**src/rtl/spi_pkg.sv**
```systemverilog
// Shared types and constants for the SPI chip-select transaction controller.
package spi_pkg;

    typedef enum logic [1:0] {
        IDLE,
        TRANSFER,
        CS_INACTIVE
    } state_t;

    localparam int SPI_BYTE_W = 8;

    // Width needed to hold a byte count of 0..max_bytes.
    function automatic int calc_cw(input int max_bytes);
        return $clog2(max_bytes + 1);
    endfunction

endpackage

```
**src/rtl/spi_cs_txn_ctrl.sv**
```systemverilog
// Chip-select transaction controller in front of a byte-level SPI master.
// Optional inter-byte timeout abort is enabled by defining SPI_CS_TXN_TIMEOUT_EN.
module spi_cs_txn_ctrl
    import spi_pkg::*;
#(
    parameter int MAX_BYTES_PER_CS = 2,
    parameter int CS_INACTIVE_CLKS = 1,
    parameter int TIMEOUT_CLKS     = 64,
    localparam int CW              = calc_cw(MAX_BYTES_PER_CS)
) (
    input  logic                  clk,
    input  logic                  rst,
    input  logic [CW-1:0]         i_TX_Count,
    input  logic [SPI_BYTE_W-1:0] i_TX_Byte,
    input  logic                  i_TX_DV,
    output logic                  o_TX_Ready,
    output logic [CW-1:0]         o_RX_Count,
    output logic                  o_RX_DV,
    output logic [SPI_BYTE_W-1:0] o_RX_Byte,
    output logic                  o_Abort,
    output logic [SPI_BYTE_W-1:0] o_MOSI_Byte,
    output logic                  o_MOSI_DV,
    input  logic                  i_MOSI_Ready,
    input  logic                  i_MISO_DV,
    input  logic [SPI_BYTE_W-1:0] i_MISO_Byte,
    output logic                  o_CS_n
);

    localparam int GW = $clog2(CS_INACTIVE_CLKS + 1);

    state_t                  state;
    state_t                  state_next;
    logic [CW-1:0]           remaining;
    logic [CW-1:0]           rx_count;
    logic                    in_flight;
    logic [SPI_BYTE_W-1:0]   mosi_byte;
    logic [SPI_BYTE_W-1:0]   rx_byte;
    logic                    mosi_dv;
    logic                    rx_dv;
    logic [GW-1:0]           gap_cnt;

    logic                    tx_ready;
    logic                    cs_n;
    logic                    count_ok;
    logic                    tx_accept;
    logic                    start;
    logic                    forward;
    logic                    rx_take;
    logic                    gap_done;
    logic                    timeout_hit;

    assign count_ok  = (i_TX_Count != '0) && (i_TX_Count <= CW'(MAX_BYTES_PER_CS));
    assign tx_accept = i_TX_DV && tx_ready;
    assign start     = (state == IDLE) && tx_accept && count_ok;
    assign forward   = tx_accept && ((state == TRANSFER) || count_ok);
    assign rx_take   = (state == TRANSFER) && in_flight && i_MISO_DV;
    assign gap_done  = (gap_cnt == GW'(CS_INACTIVE_CLKS - 1));

    always_ff @(posedge clk or negedge rst) begin
        if (!rst) begin
            state <= IDLE;
        end else begin
            state <= state_next;
        end
    end

    always_comb begin
        state_next = state;
        case (state)
            IDLE: begin
                if (start) state_next = TRANSFER;
            end
            TRANSFER: begin
                if (timeout_hit || (remaining == '0 && !in_flight && i_MOSI_Ready))
                    state_next = CS_INACTIVE;
            end
            CS_INACTIVE: begin
                if (gap_done) state_next = IDLE;
            end
            default: state_next = IDLE;
        endcase
    end

    // Ready is held low while reset is asserted so every output reads idle.
    always_comb begin
        tx_ready = 1'b0;
        cs_n     = 1'b1;
        case (state)
            IDLE: begin
                tx_ready = i_MOSI_Ready;
            end
            TRANSFER: begin
                cs_n     = 1'b0;
                tx_ready = !in_flight && (remaining != '0) && i_MOSI_Ready;
            end
            default: begin
                tx_ready = 1'b0;
            end
        endcase
        if (!rst) tx_ready = 1'b0;
    end

    always_ff @(posedge clk or negedge rst) begin
        if (!rst) begin
            remaining <= '0;
            rx_count  <= '0;
            in_flight <= 1'b0;
            mosi_byte <= '0;
            mosi_dv   <= 1'b0;
            rx_byte   <= '0;
            rx_dv     <= 1'b0;
            gap_cnt   <= '0;
        end else begin
            mosi_dv <= 1'b0;
            rx_dv   <= 1'b0;
            if (forward) begin
                mosi_byte <= i_TX_Byte;
                mosi_dv   <= 1'b1;
                in_flight <= 1'b1;
            end
            if (start) begin
                remaining <= i_TX_Count;
                rx_count  <= '0;
            end
            if (rx_take) begin
                rx_byte   <= i_MISO_Byte;
                rx_dv     <= 1'b1;
                in_flight <= 1'b0;
                if (remaining != '0) remaining <= remaining - CW'(1);
                if (rx_count < CW'(MAX_BYTES_PER_CS)) rx_count <= rx_count + CW'(1);
            end
            if (timeout_hit) remaining <= '0;
            if (state == CS_INACTIVE) gap_cnt <= gap_cnt + GW'(1);
            else                      gap_cnt <= '0;
        end
    end

`ifdef SPI_CS_TXN_TIMEOUT_EN
    localparam int TW = $clog2(TIMEOUT_CLKS + 1);

    logic [TW-1:0] to_cnt;
    logic          abort;

    assign timeout_hit = (state == TRANSFER) && tx_ready && !i_TX_DV &&
                         (to_cnt == TW'(TIMEOUT_CLKS - 1));

    // Counts only cycles where the controller could take a byte but none arrives.
    always_ff @(posedge clk or negedge rst) begin
        if (!rst) begin
            to_cnt <= '0;
            abort  <= 1'b0;
        end else begin
            abort <= timeout_hit;
            if (state != TRANSFER || tx_accept || timeout_hit) begin
                to_cnt <= '0;
            end else if (tx_ready) begin
                to_cnt <= to_cnt + TW'(1);
            end
        end
    end

    assign o_Abort = abort;
`else
    logic unused_timeout_cfg;

    assign timeout_hit        = 1'b0;
    assign unused_timeout_cfg = ^TIMEOUT_CLKS;
    assign o_Abort            = 1'b0;
`endif

    assign o_TX_Ready  = tx_ready;
    assign o_CS_n      = cs_n;
    assign o_MOSI_Byte = mosi_byte;
    assign o_MOSI_DV   = mosi_dv;
    assign o_RX_Byte   = rx_byte;
    assign o_RX_DV     = rx_dv;
    assign o_RX_Count  = rx_count;

endmodule

```
**config.mk**
```make
export PLATFORM = sky130hd
export DESIGN_NAME = spi_cs_txn_ctrl
export DESIGN_NICKNAME = d
export VERILOG_FILES = /design/src/rtl/spi_pkg.sv /design/src/rtl/spi_cs_txn_ctrl.sv
export SDC_FILE = /design/constraint.sdc
export NUM_CORES = 1
export LEC_CHECK = 0
export BUFFER_PORTS_ARGS = -buffer_cell sky130_fd_sc_hd__buf_2
export CAP_MARGIN = 20
export CORE_MARGIN = 5
export CORE_UTILIZATION = 30
export CTS_CLUSTER_DIAMETER = 40
export CTS_CLUSTER_SIZE = 40
export DETAILED_ROUTE_END_ITERATION = 16
export PLACE_DENSITY = 0.58
export SETUP_SLACK_MARGIN = 0.3
export SLEW_MARGIN = 40
export SYNTH_ARGS = -nofsm -noshare
export SYNTH_HDL_FRONTEND = slang
export SYNTH_SLANG_ARGS = --single-unit
```
**constraint.sdc**
```tcl
create_clock -name clk -period 1.4 [get_ports clk]
set_input_delay 0.14 -clock clk [delete_from_list [all_inputs] [get_ports clk]]
set_output_delay 0.14 -clock clk [all_outputs]
set_load 0.05 [all_outputs]
```
==> results of run 1 <==
[flip-flops by register name (all words and copies together) (netlist names)]
| register | cells |
|---|---|
| remaining | 2 |
| o_RX_Byte | 8 |
| gap_cnt | 1 |
| o_MOSI_Byte | 8 |
| o_RX_Count | 2 |
| in_flight | 1 |
| state | 2 |
| o_RX_DV | 1 |
| o_MOSI_DV | 1 |
[Yosys cell counts]
master    count
a21oi_1       1
o22ai_1       1
o21ai_0       2
mux2i_1       1
nand3b_4      1
dfrtp_1      26
inv_2         1
a32oi_1       1
o31a_1        1
and3_1        1
o21bai_1      1
a21oi_2       1
mux2_4        8
conb_1        1
buf_6         2
nand2b_1      1
inv_1         2
xnor2_2       1
nor2_1        4
o21ai_1       2
buf_4         1
or2_4         1
nor4b_1       1
nor3b_1       2
nand2_1      29
or3_1         1
o311ai_1      2
a211oi_1      1
or3b_4        1
buf_2         1
nand2b_4      1
o21a_1        1
[power breakdown]
group | internal, W | switching [W] | total, W
Sequential | 0.00106 | 0.000208 | 0.00127
Combinational | 0.000855 | 0.00151 | 0.00236
Clock | 0.000251 | 0.000215 | 0.000466
Total | 0.00216 | 0.00193 | 0.00409
[cell families (layout without fill, tap and decap cells)]
family	after synthesis	after routing	share of synthesized area
buffers and inverters	7	72	0.0397
other	1	1	0.00322
AOI/OAI and AO/OA	14	14	0.0838
xor gates and xnor gates	1	1	0.0140
and+or+nand+nor	43	44	0.189
muxes	9	9	0.112
DFF	26	26	0.559
[worst max path at each step]
stage | startpoint | end | slack, ns | depth (start not counted)
floorplan | in_flight | o_MOSI_Byte[0] | -0.31 | 5
global placement | state[1] | remaining[1] | -0.03 | 4
detailed placement | state[1] | remaining[0] | -0.08 | 4
CTS | state[1] | remaining[0] | -0.04 | 4
global route | state[1] | remaining[1] | -0.10 | 4
finish | in_flight | o_MOSI_Byte[3] | -0.05 | 4
[cell usage in the layout, fill, tap and decap left out, drive strengths merged]
cell type,count
a21oi,2
o21a,1
o311ai,2
nand2,29
inv,3
or2,1
dlygate4sd3,1
or3b,1
dfrtp,26
mux2i,1
o22ai,1
nand2b,2
nor4b,1
clkbuf,5
buf,63
nand3b,1
o21bai,1
mux2,8
xnor2,1
nor2,4
nor3b,2
a211oi,1
and3,2
o21ai,4
conb,1
or3,1
o31a,1
a32oi,1
[stage by stage]
stage / std cells / hold WS (ns) / area [um^2] / utilization
final: 215 / 0.0689 / 1790 / 0.482
after global routing: 215 / 0.0750 / 1790 / 0.482
after CTS: 211 / 0.0618 / 1730 / 0.464
after detailed placement: 200 / 0.240 / 1520 / 0.409
after global placement: 200 / 0.238 / 1520 / 0.409
after floorplan: 101 / -0.156 / 1200 / -
[area by class of cell]
cell class	instances	area, um^2	area share
Inverter	3	13.8	0.00769
Timing Repair Buffer	65	439	0.245
Clock buffer	4	55.1	0.0307
Sequential cell	26	652	0.364
Tap cell	48	60.1	0.0335
Multi-Input combinational cell	69	571	0.319
[worst reg2reg max path, cell delays in order (launching register included)]
cell and delay (ns):
dfrtp_1 0.39, o21bai_4 0.18, a21oi_4 0.18, and3_4 0.27, mux2_4 0.32
[timing repair]
action / 4_1_cts / 5_1_grt
gates cloned: 2 / 0
endpoints found under the hold margin: 26 / 0
resized for setup: 25 / 13
buffers inserted: 4 / 4
hold buffers: 1 / 0
setup endpoints to repair: 26 / 28
pin swaps: 16 / 10
[per-layer routing]
metal | vias up | share of wire | GRT usage
met5 | - | 0 | 0
met4 | 0 | 0 | 0.0376
met3 | 0 | 0.070 | 0.0291
met2 | 31 | 0.49 | 0.191
met1 | 472 | 0.44 | 0.150
li1 | 475 | - | -
==> flow_summary.json, run 1 <==
{
  "status": "finished with violations",
  "violations": "setup timing",
  "critPathMaxStageDelay_ns": 0.39,
  "grt_pass1_wl_mm": 4.77,
  "core_mm2": 0.00372,
  "finalSetupViolations": 13,
  "cts_root_buf": "clkbuf_8",
  "h-tree-depth": 1,
  "finalNetCount": 191,
  "fill_cells": 354,
  "clk_path_buf_depth": 2,
  "synthCells": 101,
  "crit_type": "reg2reg",
  "clock_sinks": 26,
  "drt-total-wl_mm": 2.87,
  "min_path_type": "in2reg",
  "period_minus_slack_ns": 1.45,
  "cap_violations": 0,
  "hold_viol": 0,
  "synth_seq_cells": 26,
  "finalPower_w": 0.00409,
  "io_pins": 46,
  "dp_hpwl_mm": 2.04,
  "syn_avg_cell_area_um2": 11.5,
  "fp.dieH_um": 72.3,
  "syn_area_mm2": 0.00116,
  "crit_chain": "o21bai_4, a21oi_4, and3_4, mux2_4",
  "cp.required_ns": 1.55,
  "synth_warnings": 0,
  "floorplan.initialDensity": 0.313,
  "startpoint_type": "register",
  "antenna_cells": 0,
  "r2r-end": "o_MOSI_Byte[3]",
  "overflow": 0,
  "rsz0062_at_grt": "yes",
  "final.setup.tns_ns": -0.337,
  "syn2layout_area_growth_pct": 53.7,
  "synth_cell_types": 32,
  "arrival_ns": 1.60,
  "wl_per_cell_um": 13.4,
  "die_w_um": 72.3,
  "dr.pass1.iters": 4,
  "powerDensity_mw_per_mm2": 2290,
  "gp_congestion": 0.812,
  "cts_tree": "yes",
  "p_leak_nw": 0.901,
  "r2r_start": "in_flight",
  "hp-start": "i_MISO_Byte[6]",
  "min_to": "o_RX_Byte[6]",
  "fin_worst_skew_ns": 0.00191,
  "drt_iter0_drc": 25,
  "cp_num_buf_inv": 0,
  "worstSetupEndpointType": "register",
  "antenna_found_initial": 0,
  "via_count": 978,
  "syn_nets": 124,
  "setup_ws_ns": -0.0453,
  "clock_latency_ns": 0.26,
  "port_buffers": 44,
  "yosysSeqAreaShare": 0.559,
  "drive_gt1_frac": 0.611,
  "place_ws_ns": -0.0784,
  "ir_worst_vdd_uv": 663,
  "synth_top_area_frac": 0.559,
  "max_freq_mhz": 692,
  "grt_max_degree": 27,
  "grt_pass1_vias": 976,
  "grt.total_usage": 0.117,
  "numCtsBuffers": 3,
  "synth.area.top_cells": "dfrtp_1, mux2_4, nand2_1",
  "rows": 22,
  "finalCritPeriodShare": 1.03,
  "r2r_cells": 4,
  "hold_depth": 3,
  "drc": 0,
  "crit_fanout": 5,
  "clk_pin_slew_ns": 0.08,
  "yosys.area.top_type": "dfrtp_1",
  "die_area_mm2": 0.00523,
  "cp_slowest_cell": "dfrtp_1",
  "r2r_slack_ns": -0.05,
  "ant_nets": 0,
  "viasPerCell": 4.55,
  "slew_viol_final": 0,
  "path_delay_family": "flip-flops"
}
No activity file was read; power rests on OpenSTA's default activity.
==> inputs of run 2 (changes only) <==
- CORE_UTILIZATION: 30 -> 42
- PLACE_DENSITY: 0.58 -> 0.75
- TNS_END_PERCENT: not set -> 1
==> run 2 against run 1 <==
  * Critical path type unchanged
  * First-iteration DRC count down 20%
  * Core utilization up 16 points
  * Critical endpoint is now o_MOSI_Byte[1]
  * Die area fell by 25%
  * Via count fell by 4.5%
  * Maximum frequency fell by 3.6%
  * Largest power group unchanged
  * Clock power fell by 34%
  * Final cell count shrank 12%
  * Global-route usage rose by 3.7 points
  * Count of clock-buffer cells in the layout fell by 1
  * The run still ends with setup timing left
  * Power fell by 1.6%
==> flow_summary.json, run 2 (synthesized netlist as in run 1, its figures left out) <==
{
  "p_clk_frac": 0.077,
  "fin_worst_skew_ns": 0.0143,
  "final_cell_mix": "dfrtp_1, buf_2, nand2_1, buf_4, buf_6",
  "via_count": 934,
  "core_mm2": 0.00271,
  "hp-start": "i_MISO_Byte[3]",
  "dp_hpwl_mm": 1.98,
  "grt.total_usage": 0.153,
  "min_to": "o_RX_Byte[3]",
  "worstSetupEndpointType": "register",
  "setup_ws_ns": -0.100,
  "wl_met3_um": 193,
  "grt_max_degree": 27,
  "clk_path_buf_depth": 2,
  "overflow": 0,
  "worst_hold_slack_ns": 0.0189,
  "violations": "setup timing",
  "period_minus_slack_ns": 1.50,
  "min_path_type": "in2reg",
  "die_area_mm2": 0.00393,
  "antenna_found_initial": 0,
  "startpoint_type": "register",
  "viasPerCell": 4.94,
  "fin_cells": 189,
  "switchingPower_w": 0.00193,
  "wl_per_cell_um": 14.8,
  "r2r_start": "state[1]",
  "port_buffers": 44,
  "cts_root_buf": "clkbuf_4",
  "final_common_cell": "dfrtp_1",
  "finalSetupViolations": 11,
  "fp.dieH_um": 62.7,
  "clk_pin_slew_ns": 0.14,
  "cp_slowest_cell": "dfrtp_1",
  "rsz0062_at_grt": "yes",
  "routed-wl-met2_mm": 1.49,
  "grt_pass1_wl_mm": 4.83,
  "gp_congestion": 0.828,
  "rows": 19,
  "dr.pass1.iters": 4,
  "drc": 0,
  "hold_depth": 3,
  "crit_fanout": 9,
  "drt-total-wl_mm": 2.80,
  "antenna_cells": 0,
  "ant_nets": 0,
  "r2r-end": "o_MOSI_Byte[1]",
  "finalNetCount": 183,
  "ir_worst_vdd_uv": 1560,
  "finalCritPeriodShare": 1.07,
  "place_ws_ns": -0.124,
  "h-tree-depth": 1,
  "slew_viol_final": 0,
  "die_w_um": 62.7,
  "critPathMaxStageDelay_ns": 0.42,
  "seqPwrFrac": 0.322,
  "grt_pass1_vias": 1020,
  "crit_type": "reg2reg",
  "drive_gt1_frac": 0.582,
  "p_leak_nw": 0.865,
  "internal-power_w": 0.00210,
  "floorplan.initialDensity": 0.430,
  "cts_tree": "yes",
  "hold_viol": 0,
  "path_delay_family": "flip-flops",
  "r2r_slack_ns": -0.1,
  "clock_sinks": 26,
  "crit_chain": "nand3b_4, a21oi_4, and3_4, buf_12, mux2_4",
  "powerDensity_mw_per_mm2": 2330,
  "cap_violations": 0,
  "io_pins": 46,
  "cp.required_ns": 1.60,
  "numCtsBuffers": 3,
  "syn2layout_area_growth_pct": 48.4,
  "cp_num_buf_inv": 1,
  "arrival_ns": 1.70,
  "p_comb_frac": 0.601,
  "wl_met1_mm": 1.08,
  "final.setup.tns_ns": -0.837,
  "clock_latency_ns": 0.32,
  "highest_layer": "met4",
  "switching_share": 0.479,
  "max_freq_mhz": 667,
  "r2r_cells": 5,
  "status": "finished with violations",
  "drt_iter0_drc": 20,
  "dpl.cell_count": 183,
  "fill_cells": 196
}
[run 2: changes by cell type in the layout (fill, tap and decap cells not counted), moves of 2 or more]
cell      previous run  this run
clkbuf_8             4         0
buf_4               12        20
nand2_2             10         8
buf_2               40        22
clkbuf_4             1         5
[run 2: area by class of cell]
class | count | area [um^2] | share of cell area
clock buffers | 3 | 22.5 | 0.0130
well taps | 31 | 38.8 | 0.0224
multi-input cells | 68 | 549 | 0.318
flip-flops and latches | 26 | 652 | 0.377
inverters | 3 | 18.8 | 0.0109
repair buffers | 58 | 448 | 0.259
[run 2: worst max-delay path by stage]
stage	from	to	slack, ns	cells after the start
floorplan	in_flight	o_MOSI_Byte[0]	-0.32	5
global placement	in_flight	o_MOSI_Byte[0]	-0.07	5
detailed placement	state[1]	remaining[0]	-0.12	4
CTS	state[1]	o_MOSI_Byte[1]	-0.08	5
global route	state[1]	remaining[0]	-0.14	4
finish	state[1]	o_MOSI_Byte[1]	-0.1	5
[run 2: worst min-delay path, delay by kind of cell]
kind,cells,cell delay (ns)
buffers and inverters,1,0.08
AND/OR/NAND/NOR,2,0.07
[run 2: layer usage]
layer	vias to the layer above	global-route usage
met4	0	0.0637
li1	452	-
met5	-	0
met2	29	0.267
met3	2	0.0342
met1	451	0.179
[run 2: timing repair]
action | 4_1_cts | 5_1_grt
hold buffers | 1 | 0
pin swaps | 18 | 7
gates cloned | 0 | 0
endpoints found under the hold margin | 26 | 0
resized for setup | 37 | 30
setup buffers | 1 | 1
setup endpoints to repair | 37 | 43
[run 2: power groups by stage]
stage	logic [W]	clock network (W)	registers [W]
6_report	0.00242	0.000308	0.00130
2_1_floorplan	0.000587	0	0.00217
5_1_grt	0.00253	0.000353	0.00135
3_3_place_gp	0.00202	0	0.00123
3_5_place_dp	0.00204	0	0.00126
4_1_cts	0.00228	0.000323	0.00127
[run 2: stage by stage]
stage	area (um^2)	total power (W)	util
after floorplan	1170	0.00275	-
after global placement	1490	0.00325	0.550
after detailed placement	1490	0.00330	0.550
after CTS	1650	0.00387	0.610
after global routing	1730	0.00423	0.638
final	1730	0.00403	0.638
==> inputs of run 3 (changes only) <==
- RECOVER_POWER: not set -> 25
==> run 3 against run 2 <==
  * Power about the same
  * Hold slack about the same
  * First-iteration DRC count unchanged
  * Clock skew about the same
  * Final area down 0.14%
  * Register-to-register slack about the same
  * Setup slack worse by 0.00056 ns
  * Largest power group unchanged
  * Critical path type unchanged
  * The run still ends with setup timing left
  * Final cell count unchanged
  * Sequential cell count unchanged
  * Critical path depth unchanged
==> flow_summary.json, run 3 (synthesized netlist as in run 1, its figures left out) <==
{
  "status": "finished with violations",
  "violations": "setup timing",
  "crit_type": "reg2reg",
  "overflow": 0,
  "post-route-util": 0.637,
  "fin_worst_skew_ns": 0.0144,
  "cp.required_ns": 1.60,
  "crit_fanout": 9,
  "crit_chain": "nand3b_4, a21oi_4, and3_4, buf_12, mux2_4",
  "finalSetupViolations": 11,
  "io_pins": 46,
  "r2r-end": "o_MOSI_Byte[1]",
  "rows": 19,
  "clk_pin_slew_ns": 0.14,
  "cp_num_buf_inv": 1,
  "r2r_cells": 5,
  "finalCritPeriodShare": 1.07,
  "max_freq_mhz": 666,
  "r2r_slack_ns": -0.10,
  "clk_path_buf_depth": 2,
  "fill_cells": 197,
  "grt.total_usage": 0.153,
  "slew_headroom": 0.576,
  "r2r_start": "state[1]",
  "slew_viol_final": 0,
  "worst_pin_slew_ns": 0.636,
  "dr.pass1.iters": 4,
  "wl_per_cell_um": 14.7,
  "cp-startpoint": "state[1]",
  "p_leak_nw": 0.865,
  "cts_root_buf": "clkbuf_4",
  "dp_hpwl_mm": 1.98,
  "die_w_um": 62.7,
  "crit_end": "o_MOSI_Byte[1]",
  "powerDensity_mw_per_mm2": 2330,
  "numCtsBuffers": 3,
  "path_delay_family": "flip-flops",
  "worstSetupEndpointType": "register",
  "drc": 0,
  "final_common_cell": "dfrtp_1",
  "h-tree-depth": 1,
  "syn2layout_area_growth_pct": 48.2,
  "hold_viol": 0,
  "clock_sinks": 26,
  "ir_worst_vdd_uv": 1560,
  "port_buffers": 44,
  "gp_congestion": 0.828,
  "drive_gt1_frac": 0.582,
  "rsz0062_at_grt": "yes",
  "setup_ws_ns": -0.101,
  "floorplan.initialDensity": 0.430,
  "startpoint_type": "register",
  "period_minus_slack_ns": 1.50,
  "grt_pass1_vias": 1020,
  "grt_max_degree": 27,
  "antenna_found_initial": 0,
  "final_cell_mix": "dfrtp_1, buf_2, nand2_1, buf_4, buf_6",
  "fp.dieH_um": 62.7,
  "worst_hold_slack_ns": 0.0189,
  "viasPerCell": 4.93,
  "die_area_mm2": 0.00393,
  "cp.depth": 5,
  "antenna_cells": 0,
  "drt_iter0_drc": 20,
  "finalPower_w": 0.00403,
  "drt-total-wl_mm": 2.79,
  "min_path_type": "in2reg",
  "critPathMaxStageDelay_ns": 0.42,
  "clock_latency_ns": 0.32,
  "via_count": 932,
  "arrival_ns": 1.70,
  "cp_slowest_cell": "dfrtp_1",
  "finalNetCount": 183,
  "cts_tree": "yes",
  "grt_pass1_wl_mm": 4.83,
  "core_mm2": 0.00271,
  "ant_nets": 0,
  "cap_violations": 0
}
run 3: changes by cell type in the layout (fill, tap and decap cells not counted), sizes merged:
cell | before | now
buf | 55 | 54
clkbuf | 5 | 6
run 3: routing by layer:
layer  GRT usage  part of all wire  up-vias
met2       0.267              0.53       29
met3      0.0342             0.069        2
met1       0.179              0.39      450
met5           0                 0        -
met4      0.0637             0.010        0
li1            -                 -      451
run 3: power breakdown:
| group | internal (W) | switching, W | total, W | leakage, nW |
|---|---|---|---|---|
| Sequential | 0.00106 | 0.000242 | 0.00130 | 0.328 |
| Clock | 0.000101 | 0.000208 | 0.000308 | 0.0138 |
| Combinational | 0.000940 | 0.00148 | 0.00242 | 0.523 |
run 3: worst register-to-register path: stages (launching register included):
cell and delay [ns]:
dfrtp_1 0.42, nand3b_4 0.18, a21oi_4 0.14, and3_4 0.21
buf_12 0.14, mux2_4 0.30
run 3: timing repair:
action,in CTS,in global routing
resized for setup,37,30
endpoints found under the setup margin,37,43
hold buffers,1,0
hold endpoints to repair,26,0
pin swaps,18,7
setup buffers,1,1
run 3: cell type report:
type / instances / area (um^2) / area share
flip-flops and latches: 26 / 652 / 0.378
multi-input cells: 68 / 549 / 0.318
repair buffers: 58 / 445 / 0.258
well taps: 31 / 38.8 / 0.0225
clock buffers: 3 / 22.5 / 0.0130
inverters: 3 / 18.8 / 0.0109
run 3: per-stage QoR:
step / cell area [um^2] / setup WS, ns / setup TNS [ns] / cells
6_report: 1730 / -0.101 / -0.840 / 189
5_1_grt: 1730 / -0.142 / -1.47 / 189
4_1_cts: 1650 / -0.0826 / -0.735 / 188
3_5_place_dp: 1490 / -0.124 / -0.856 / 183
3_3_place_gp: 1490 / -0.0674 / -0.561 / 183
2_1_floorplan: 1170 / -0.320 / -2.67 / 101
run 3: worst min-delay path by stage:
stage	startpoint	endpoint	slack (ns)	depth (start not counted)
3_5_place_dp	rst	o_MOSI_Byte[6]	0.22	2
3_3_place_gp	rst	o_MOSI_Byte[6]	0.21	2
5_1_grt	i_MISO_Byte[1]	o_RX_Byte[1]	0.01	3
4_1_cts	i_MISO_Byte[2]	o_RX_Byte[2]	0.01	3
2_1_floorplan	rst	gap_cnt	-0.16	0
6_report	i_MISO_Byte[3]	o_RX_Byte[3]	0.02	3
